$ cat src/rtl/axis_sample_fifo_16.sv
// First-word-fall-through AXI-stream FIFO for 16-bit ECG samples feeding the width adapter.
// Samples offered while the FIFO is full are lost, and overflow_cnt counts them.
module axis_sample_fifo_16 #(
    parameter int DEPTH  = 16,
    parameter int ADDR_W = 4
) (
    input  logic              clk,
    input  logic              rst_n,
    input  logic [15:0]       s_axis_tdata,
    input  logic              s_axis_tvalid,
    output logic              s_axis_tready,
    output logic [15:0]       m_axis_tdata,
    output logic              m_axis_tvalid,
    input  logic              m_axis_tready,
    output logic [ADDR_W:0]   fill_level,
    output logic [15:0]       overflow_cnt,
    input  logic              clear_overflow
);

    localparam logic [ADDR_W:0] FULL_LEVEL = (ADDR_W + 1)'(DEPTH);

    logic [15:0]       mem [DEPTH];
    logic [ADDR_W-1:0] wr_ptr;
    logic [ADDR_W-1:0] rd_ptr;
    logic [ADDR_W:0]   fill_next;
    logic              wr_en;
    logic              rd_en;
    logic              drop;

    assign wr_en         = s_axis_tvalid && s_axis_tready;
    assign rd_en         = m_axis_tvalid && m_axis_tready;
    assign drop          = s_axis_tvalid && !s_axis_tready;
    assign m_axis_tvalid = (fill_level != '0);
    assign m_axis_tdata  = mem[rd_ptr];

    always_comb begin
        fill_next = fill_level;
        if (wr_en && !rd_en) begin
            fill_next = fill_level + 1'b1;
        end else if (rd_en && !wr_en) begin
            fill_next = fill_level - 1'b1;
        end
    end

    // Storage is cleared on reset so the stale head reads as zero.
    always_ff @(posedge clk or negedge rst_n) begin
        if (!rst_n) begin
            for (int i = 0; i < DEPTH; i++) begin
                mem[i] <= '0;
            end
        end else if (wr_en) begin
            mem[wr_ptr] <= s_axis_tdata;
        end
    end

    always_ff @(posedge clk or negedge rst_n) begin
        if (!rst_n) begin
            wr_ptr        <= '0;
            rd_ptr        <= '0;
            fill_level    <= '0;
            s_axis_tready <= 1'b0;
        end else begin
            if (wr_en) begin
                wr_ptr <= wr_ptr + 1'b1;
            end
            if (rd_en) begin
                rd_ptr <= rd_ptr + 1'b1;
            end
            fill_level    <= fill_next;
            // Registered ready: a slot freed by a read in the full cycle opens next cycle.
            s_axis_tready <= (fill_next != FULL_LEVEL);
        end
    end

    always_ff @(posedge clk or negedge rst_n) begin
        if (!rst_n) begin
            overflow_cnt <= '0;
        end else if (clear_overflow) begin
            overflow_cnt <= '0;
        end else if (drop && (overflow_cnt != 16'hFFFF)) begin
            overflow_cnt <= overflow_cnt + 1'b1;
        end
    end

endmodule

$ cat config.mk
export PLATFORM = sky130hd
export DESIGN_NAME = axis_sample_fifo_16
export DESIGN_NICKNAME = d
export VERILOG_FILES = /design/src/rtl/axis_sample_fifo_16.sv
export SDC_FILE = /design/constraint.sdc
export NUM_CORES = 1
export LEC_CHECK = 0
export ABC_CLOCK_PERIOD_IN_PS = 2500
export BUFFER_PORTS_ARGS = -buffer_cell sky130_fd_sc_hd__buf_4
export CORE_MARGIN = 10
export CORE_UTILIZATION = 50
export CTS_CLUSTER_SIZE = 40
export DETAILED_ROUTE_END_ITERATION = 10
export GPL_TIMING_DRIVEN = 0
export PLACE_DENSITY_LB_ADDON = 0.05
export SYNTH_ARGS = -nofsm -noshare
export SYNTH_HDL_FRONTEND = slang
export SYNTH_SLANG_ARGS = --single-unit
$ cat constraint.sdc
create_clock -name clk -period 2.5 [get_ports clk]
set_clock_uncertainty 0.15 [all_clocks]
set_input_delay 0.125 -clock clk [delete_from_list [all_inputs] [get_ports clk]]
set_output_delay 0.125 -clock clk [all_outputs]
set_load 0.02 [all_outputs]
==> flow_summary_export.csv, run 1 <==
group,metric,value,unit
timing,setup_ws,-342,ps
logic_synthesis,post-synth-top-count-cell,"dfrtp_1",
clock_tree,htreeDepth,1,
clock_tree,cts_buffers,30,
clock_tree,root_buffer,"clkbuf_16",
routing,drt_iter0_drc,469,
timing,post-route-min-period,2840,ps
finish,nets,973,
place,hpwl,21.2,mm
timing,hold_violations,4,
clock_tree,tritoncts,"done",
finish,seqCellArea,0.00716,mm2
routing,drc_errors,0,
logic_synthesis,synth_top_family_by_area,"multiplexers",
logic_synthesis,synthDistinctLibCells,37,
run,maxCapViolations,0,
logic_synthesis,synth-seq-cells,286,
timing,fin_crit_sh,114,%
logic_synthesis,yosys_warnings,0,
logic_synthesis,async_flop_share,100,%
place,dp_cells,1215,
clock_tree,max-clock-path-buffers,3,
floorplanning,die_w,181,um
setup_path,arrival,2570,ps
floorplanning,io_pins,60,
timing,fmax,352,MHz
clock_tree,insertion_delay,540,ps
finish,fill_cells,1883,
floorplanning,dieArea,0.0328,mm2
timing,max-slew-margin-rel,52.8,%
finish,drive_gt1_share,52.1,%
logic_synthesis,synth_ff_type,"dfrtp_1",
setup_path,cp.required,2230,ps
timing,setup_viol,16,
routing,vias,7638,
place,io_buffers,58,
finish,multi_input_area,0.00562,mm2
global_route,grt_pass1_vias,8349,
routing,wl_per_cell,23.4,um
outcome,status,"finished with violations",
floorplanning,die_height,181,um
pwr,power.leakage,6.70,nW
setup_path,worst_setup_path_end_kind,"output pin",
routing,routed_wl,30.3,mm
place,gp_congestion,0.838,
finish,area_delta_synth_final,18.8,%
clock_tree,clock_sinks,286,
logic_synthesis,yosysTopAreaCell,"dfrtp_1",
setup_path,crit_path_start_kind,"flop",
logic_synthesis,synth_compound_area_share,1.10,%
logic_synthesis,synthesis.area,0.0130,mm2
global_route,antenna_found_initial,1,
logic_synthesis,avgSynthCellArea,15.7,um2
timing,worst_slew_pin_slew,708,ps
logic_synthesis,synth-xor-area-share,1.22,%
setup_path,critPathMaxFanout,10,
clock_tree,clk_pin_slew,60,ps
logic_synthesis,synth_nets,854,
global_route,grt_pass1_wl,48.1,mm
global_route,grt_start_max_net_pins,117,
routing,dr.pass1.iters,4,
logic_synthesis,synth_edf_count,0,
timing,fin_hold_ws,-12.2,ps
global_route,grt_usage,18.3,%
floorplanning,rows,58,
pwr,cellPowerDensity,1380,mW/mm2
outcome,violations,"negative hold slack, negative setup slack",
hold_path,hold_class,"in -> async",
routing,ant_nets,0,
global_route,overflow,0,
routing,via_per_inst,5.90,
floorplanning,start_util,51.2,%
logic_synthesis,yosysTopAreaCellShare,55.2,%
logic_synthesis,syn_inst,825,
timing,maxSlewViolCount,0,
floorplanning,core,0.0253,mm2
finish,fin_cells,1295,
logic_synthesis,synth_mux_area_share,36.3,%
logic_synthesis,synth-simple-area-share,3.32,%
pwr,ir_worst_vdd,632,uV
logic_synthesis,yosys-top-cells-count,"dfrtp_1 (286), mux2_2 (256), mux4_2 (80), clkbuf_1 (37), nand2_1 (32)",
place,pre_cts_ws,-680,ps
logic_synthesis,synth_adder_area_share,0.849,%
setup_path,path_class,"reg -> out",
logic_synthesis,synth_area_leaders,"dfrtp_1 (55%), mux2_2 (22%), mux4_2 (14%), clkbuf_1 (1.1%), xnor2_1 (0.95%)",
timing,rsz0062_at_grt,"true",
logic_synthesis,ys_seq_area_share,55.2,%
metal layers:
metal | part of all wire [%] | global-route usage, % | vias up
met5 | 0 | 0 | -
met4 | 1.7 | 4.00 | 0
met3 | 4.5 | 2.60 | 42
met2 | 50 | 30.5 | 166
met1 | 44 | 25.1 | 4115
li1 | - | - | 3315
worst paths after layout:
path	start	end	slack [ps]	cells after the start
max in group asynchronous	rst_n	mem[186]$_DFFE_PN0P_	800	4
min in group clk	s_axis_tdata[2]	mem[242]$_DFFE_PN0P_	270	3
max	rd_ptr[0]$_DFFE_PN0P_	m_axis_tdata[14]	-340	5
max reg2reg	fill_level[1]$_DFF_PN0_	s_axis_tready$_DFF_PN0_	30	8
min	rst_n	fill_level[2]$_DFF_PN0_	-10	2
min reg2reg	mem[93]$_DFFE_PN0P_	mem[93]$_DFFE_PN0P_	350	1
critical path, cell delays in order (launching register included):
cell	delay, ps
dfrtp_2	430
buf_12	180
buf_16	170
mux4_2	550
mux4_2	520
buf_6	160
power by group:
part           leakage [nW]  internal (mW)  switching, mW
registers              3.54           6.79           1.16
logic                  2.69           5.29           3.85
clock network         0.463           2.46           1.75
total                  6.70           14.5           6.76
metrics by stage:
stage	setup TNS (ps)	utilization, %	instance area, um2	power (mW)	hold slack [ps]
after global placement	-307580	54.7	13900	15.9	224
after CTS	-5730	60.6	15400	21.4	16.0
final	-5040	60.8	15400	21.3	-12.2
after floorplan	-36.2	-	13000	13.6	-321
after global routing	-6160	60.8	15400	22.4	43.0
after detailed placement	-15330	54.9	13900	16.4	-23.3
registers in the layout, indices dropped and copies added (netlist names):
| signal | count |
|---|---|
| fill_level | 5 |
| wr_ptr | 4 |
| rd_ptr | 4 |
| mem | 256 |
| overflow_cnt | 16 |
| s_axis_tready | 1 |
cell usage in the layout (no fill, tap or decap), types with 6 or more instances in the layout:
| master | count |
|---|---|
| ha_1 | 7 |
| clkbuf_1 | 30 |
| buf_12 | 6 |
| buf_4 | 50 |
| mux2_2 | 256 |
| or3_1 | 7 |
| o21ai_0 | 8 |
| clkbuf_2 | 9 |
| dlygate4sd3_1 | 20 |
| nand4_1 | 9 |
| dfrtp_1 | 283 |
| clkbuf_8 | 11 |
| nand2_1 | 28 |
| buf_2 | 9 |
| nor2_1 | 10 |
| clkbuf_16 | 31 |
| mux4_2 | 80 |
| a21oi_1 | 8 |
| xnor2_1 | 13 |
| buf_6 | 17 |
cells by family (layout without fill, tap and decap cells):
group                    Yosys count  count (layout)
AO/OA/AOI/OAI                     24              24
XOR/XNOR                          18              18
adder cells (fa/ha/maj)            9               9
buffers and inverters             64             203
flip-flops                       286             286
multiplexers                     338             338
other                              0               1
AND/OR/NAND/NOR                   86              86
layout make-up:
type                       count  share of cell area (%)
inverter                       5                   0.122
tap                          330                    2.68
antenna                        1                  0.0163
buffer                        55                    2.45
sequential                   286                    46.5
timing repair buffer          91                    5.70
clock buffer                  47                    5.88
multi-input combinational    475                    36.5
clock inverter                 5                   0.163
repair_timing:
item,in CTS,in global routing
buffers inserted,8,3
gates resized for setup,63,32
gates cloned,2,0
hold endpoints to repair,280,0
pin swaps,1,4
hold buffers,20,0
endpoints found under the setup margin,66,152
Power figures use the tool's default switching activity.
==> run 2: changes to the inputs <==
--- a/config.mk
+++ b/config.mk
@@ -15,2 +15,3 @@
 export PLACE_DENSITY_LB_ADDON = 0.05
+export SKIP_LAST_GASP = 1
 export SYNTH_ARGS = -nofsm -noshare
==> constraint.sdc (replaced) <==
create_clock -name clk -period 2.5 [get_ports clk]
set_clock_uncertainty 0.15 [all_clocks]
set_input_delay 0.25 -clock clk [delete_from_list [all_inputs] [get_ports clk]]
set_output_delay 0.25 -clock clk [all_outputs]
set_load 0.02 [all_outputs]
==> flow_summary_export.csv, run 2 (synthesized netlist as in run 1, its figures left out) <==
group,metric,value,unit
routing,vias,7638,
floorplanning,die_w,181,um
finish,area_delta_synth_final,18.9,%
finish,top_register,"mem",
pwr,design_power_total,21.3,mW
timing,post-route-min-period,2970,ps
finish,layout_common_cells,"dfrtp_1 (283), mux2_2 (256), mux4_2 (80), buf_4 (53), clkbuf_16 (32)",
pwr,p_int,14.6,mW
floorplanning,io_pins,60,
setup_path,arrival,2570,ps
routing,via_per_inst,5.89,
global_route,grt_start_max_net_pins,117,
global_route,antenna_found_initial,1,
finish,fin_area,0.0154,mm2
timing,setup_ws,-470,ps
clock_tree,clock_sinks,286,
global_route,grt_pass1_wl,48.1,mm
pwr,p_clk_share,19.8,%
place,hpwl,21.2,mm
clock_tree,root_buffer,"clkbuf_16",
timing,hold_violations,0,
setup_path,worst_setup_path_end_kind,"output pin",
floorplanning,die_height,181,um
timing,worst_slew_pin_slew,700,ps
setup_path,path_class,"reg -> out",
pwr,ir_worst_vdd,634,uV
timing,rsz0062_at_grt,"true",
routing,routed_wl,30.4,mm
routing,wl_per_cell,23.5,um
floorplanning,rows,58,
clock_tree,htreeDepth,1,
clock_tree,clk_pin_slew,60,ps
clock_tree,max-clock-path-buffers,3,
routing,drc_errors,0,
floorplanning,core,0.0253,mm2
finish,drive_gt1_share,52.2,%
routing,ant_nets,0,
floorplanning,dieArea,0.0328,mm2
pwr,p_sw,6.78,mW
outcome,violations,"negative setup slack",
clock_tree,tritoncts,"done",
finish,final_util,60.9,%
finish,seqCellArea,0.00716,mm2
timing,fmax,337,MHz
finish,fill_cells,1883,
global_route,grt.busiest_layer,"met2",
clock_tree,cts_buffers,30,
pwr,p_sw_share,31.8,%
global_route,met3_usage,2.60,%
place,io_buffers,58,
timing,fin_crit_sh,119,%
clock_tree,insertion_delay,540,ps
setup_path,crit_path_start_kind,"flop",
place,dpl-instance-area,0.0139,mm2
global_route,use_met2,30.5,%
pwr,combPwrFrac,43.0,%
pwr,seqPwrFrac,37.3,%
finish,nets,974,
finish,reg_top3,"mem (256), overflow_cnt (16), fill_level (5)",
finish,multi_input_area,0.00562,mm2
setup_path,critPathMaxFanout,8,
setup_path,cp.required,2100,ps
routing,dr.pass1.iters,5,
timing,setup_viol,16,
timing,maxSlewViolCount,0,
pwr,power.leakage,6.71,nW
hold_path,hold_class,"in -> async",
timing,max-slew-margin-rel,53.3,%
global_route,overflow,0,
global_route,grt_pass1_vias,8350,
place,gp_congestion,0.838,
outcome,status,"finished with violations",
timing,setup_tns,-6970,ps
routing,drt_iter0_drc,465,
finish,largest_register_ffs,256,
global_route,grt.met1_usage,25.0,%
floorplanning,start_util,51.2,%
run,maxCapViolations,0,
global_route,grt_usage,18.3,%
finish,final_common_cell,"dfrtp_1",
pwr,cellPowerDensity,1380,mW/mm2
## run 2: worst max-delay path, stage by stage (launching register included)
cell     delay [ps]
dfrtp_2         430
buf_12          180
buf_12          150
mux4_2          540
mux4_2          550
buf_6           160
## run 2: layout make-up
| cell class | instances | share of cell area [%] |
|---|---|---|
| Antenna cell | 1 | 0.0162 |
| Tap cell | 330 | 2.68 |
| Clock buffer | 47 | 5.88 |
| Clock inverter | 5 | 0.162 |
| Buffer | 55 | 2.44 |
| Inverter | 5 | 0.122 |
| Multi-Input combinational cell | 475 | 36.5 |
| Timing Repair Buffer | 92 | 5.79 |
| Sequential cell | 286 | 46.5 |
## run 2: layer usage
metal,vias to the layer above,wire length [um]
met5,-,0
met4,0,519
met3,41,1350
met2,141,15100
met1,4137,13400
li1,3319,-
## run 2: through the flow
step	instances	hold slack [ps]	setup slack [ps]
CTS	1294	32.8	-508
floorplan	825	-196	-36.2
global placement	1213	331	-1380
finish	1296	114	-470
detailed placement	1215	102	-805
global route	1295	168	-532
## run 2: final timing paths
kind	from	end	slack (ps)	cells past startpoint
min	rst_n	fill_level[4]$_DFF_PN0_	110	2
max	rd_ptr[0]$_DFFE_PN0P_	m_axis_tdata[6]	-470	5
max in group asynchronous	rst_n	mem[71]$_DFFE_PN0P_	670	4
min in group clk	s_axis_tvalid	fill_level[2]$_DFF_PN0_	170	5
max reg2reg	fill_level[1]$_DFF_PN0_	s_axis_tready$_DFF_PN0_	40	8
min reg2reg	mem[92]$_DFFE_PN0P_	mem[92]$_DFFE_PN0P_	350	1
## run 2: power by group through the flow
stage,registers (mW),logic (mW),clock network (mW)
after floorplan,7.59,6.01,0
after global placement,7.72,8.17,0
after detailed placement,7.97,8.42,0
after CTS,7.93,9.08,4.29
after global routing,8.22,9.68,4.49
final,7.96,9.16,4.21
## run 2: what timing repair did
action	CTS	global route
cloned	2	1
gates resized for setup	60	33
hold buffers	19	0
setup endpoints to repair	66	152
buffers inserted	8	4
pin swaps	1	4
hold endpoints to repair	182	0
==> run 3: changes to the inputs <==
- GPL_TIMING_DRIVEN: 0 -> default
==> flow_summary_export.csv, run 3 (synthesized netlist as in run 1, its figures left out) <==
group,metric,value,unit
finish,area_delta_synth_final,20.3,%
pwr,ir_worst_vdd,636,uV
clock_tree,root_buffer,"clkbuf_16",
routing,drc_errors,0,
finish,final_common_cell,"dfrtp_1",
timing,fin_crit_sh,117,%
finish,fin_area,0.0156,mm2
clock_tree,insertion_delay,540,ps
routing,wl_per_cell,24.4,um
outcome,violations,"negative setup slack",
timing,hold_violations,0,
global_route,grt_usage,19.0,%
floorplanning,io_pins,60,
pwr,cellPowerDensity,1380,mW/mm2
place,dpl-instance-area,0.0141,mm2
floorplanning,start_util,51.2,%
routing,via_per_inst,5.85,
outcome,status,"finished with violations",
timing,setup_tns,-6140,ps
place,dp_cells,1201,
setup_path,rr_startpoint,"fill_level[1]$_DFF_PN0_",
timing,rsz0062_at_grt,"true",
clock_tree,max-clock-path-buffers,3,
place,hpwl,20.1,mm
place,gp_congestion,0.773,
timing,maxSlewViolCount,0,
finish,top_register,"mem",
floorplanning,dieArea,0.0328,mm2
clock_tree,tritoncts,"done",
setup_path,cp.required,2100,ps
global_route,grt_pass1_vias,8420,
clock_tree,cts_buffers,30,
finish,fill_cells,1899,
global_route,antenna_found_initial,0,
floorplanning,die_w,181,um
global_route,grt_pass1_wl,49.3,mm
finish,reg_top3,"mem (256), overflow_cnt (16), fill_level (5)",
floorplanning,core,0.0253,mm2
routing,routed_wl,31.5,mm
finish,layout_common_cells,"dfrtp_1 (282), mux2_2 (256), buf_4 (85), mux4_2 (80), clkbuf_16 (34)",
clock_tree,clock_sinks,286,
timing,worst_slew_pin_slew,552,ps
timing,post-route-min-period,2920,ps
place,pre_cts_ws,38.9,ps
routing,vias,7540,
global_route,grt_start_max_net_pins,67,
finish,fin_cells,1289,
routing,dr.pass1.iters,4,
timing,fmax,343,MHz
timing,max-slew-margin-rel,62.8,%
floorplanning,die_height,181,um
place,io_buffers,59,
finish,largest_register_ffs,256,
pwr,power.leakage,6.82,nW
timing,setup_viol,16,
hold_path,min-delay-start,"s_axis_tvalid",
setup_path,crit_path_start_kind,"flop",
routing,ant_nets,0,
hold_path,hold_class,"in -> reg",
clock_tree,htreeDepth,1,
clock_tree,clk_pin_slew,70,ps
finish,nets,964,
setup_path,worst_setup_path_end_kind,"output pin",
routing,drt_iter0_drc,396,
setup_path,arrival,2520,ps
finish,drive_gt1_share,54.0,%
finish,diodes,0,
global_route,overflow,0,
setup_path,critPathMaxFanout,7,
timing,fin_hold_ws,77.8,ps
timing,setup_ws,-416,ps
finish,final_util,61.6,%
pwr,design_power_total,21.5,mW
run,maxCapViolations,0,
setup_path,critical_path.startpoint,"rd_ptr[0]$_DFFE_PN0P_",
setup_path,path_class,"reg -> out",
floorplanning,rows,58,
## run 3: changes by cell type in the layout (fill, tap and decap cells not counted), sizes merged
cell,before,now
bufinv,0,3
clkinv,5,9
diode,1,0
clkbuf,85,45
buf,90,115
clkinvlp,0,2
## run 3: final timing paths
check / to / slack (ps) / cells after the start
max in group asynchronous: mem[202]$_DFFE_PN0P_ / 1410 / 3
min in group asynchronous: overflow_cnt[2]$_DFFE_PN0P_ / 100 / 2
worst max-delay path: m_axis_tdata[5] / -420 / 5
worst min register to register: mem[154]$_DFFE_PN0P_ / 350 / 1
worst min-delay path: fill_level[2]$_DFF_PN0_ / 80 / 4
worst max register to register: s_axis_tready$_DFF_PN0_ / 90 / 7
## run 3: final cells by class
class,instances,area (um2),area share (%)
inverters,5,18.8,0.120
well taps,330,413,2.65
flip-flops and latches,286,7160,45.9
clock inverters,14,150,0.963
repair buffers,137,1410,9.06
multi-input cells,475,5570,35.7
clock buffers,42,867,5.56
## run 3: where the power goes
part	switching, mW	internal [mW]
Clock	1.79	2.72
Sequential	1.14	6.80
Combinational	3.67	5.37
## run 3: timing repair
item	4_1_cts	5_1_grt
hold buffers	19	0
endpoints found under the setup margin	16	17
gates cloned	2	3
setup buffers	5	3
endpoints found under the hold margin	513	0
gates resized for setup	6	15
## run 3: per-layer routing
layer  vias up  part of all wire [%]  global-route usage, %
met2       115                    51                   32.9
met3        41                   3.8                   2.90
met5         -                     0                      0
met1      4067                    44                   24.9
met4         0                   1.4                   3.45
li1       3317                     -                      -
## run 3: worst max-delay path, stage by stage, from the launching register on
cell	delay (ps)
dfrtp_4	450
buf_6	130
clkbuf_16	170
mux4_2	510
mux4_2	540
buf_6	170
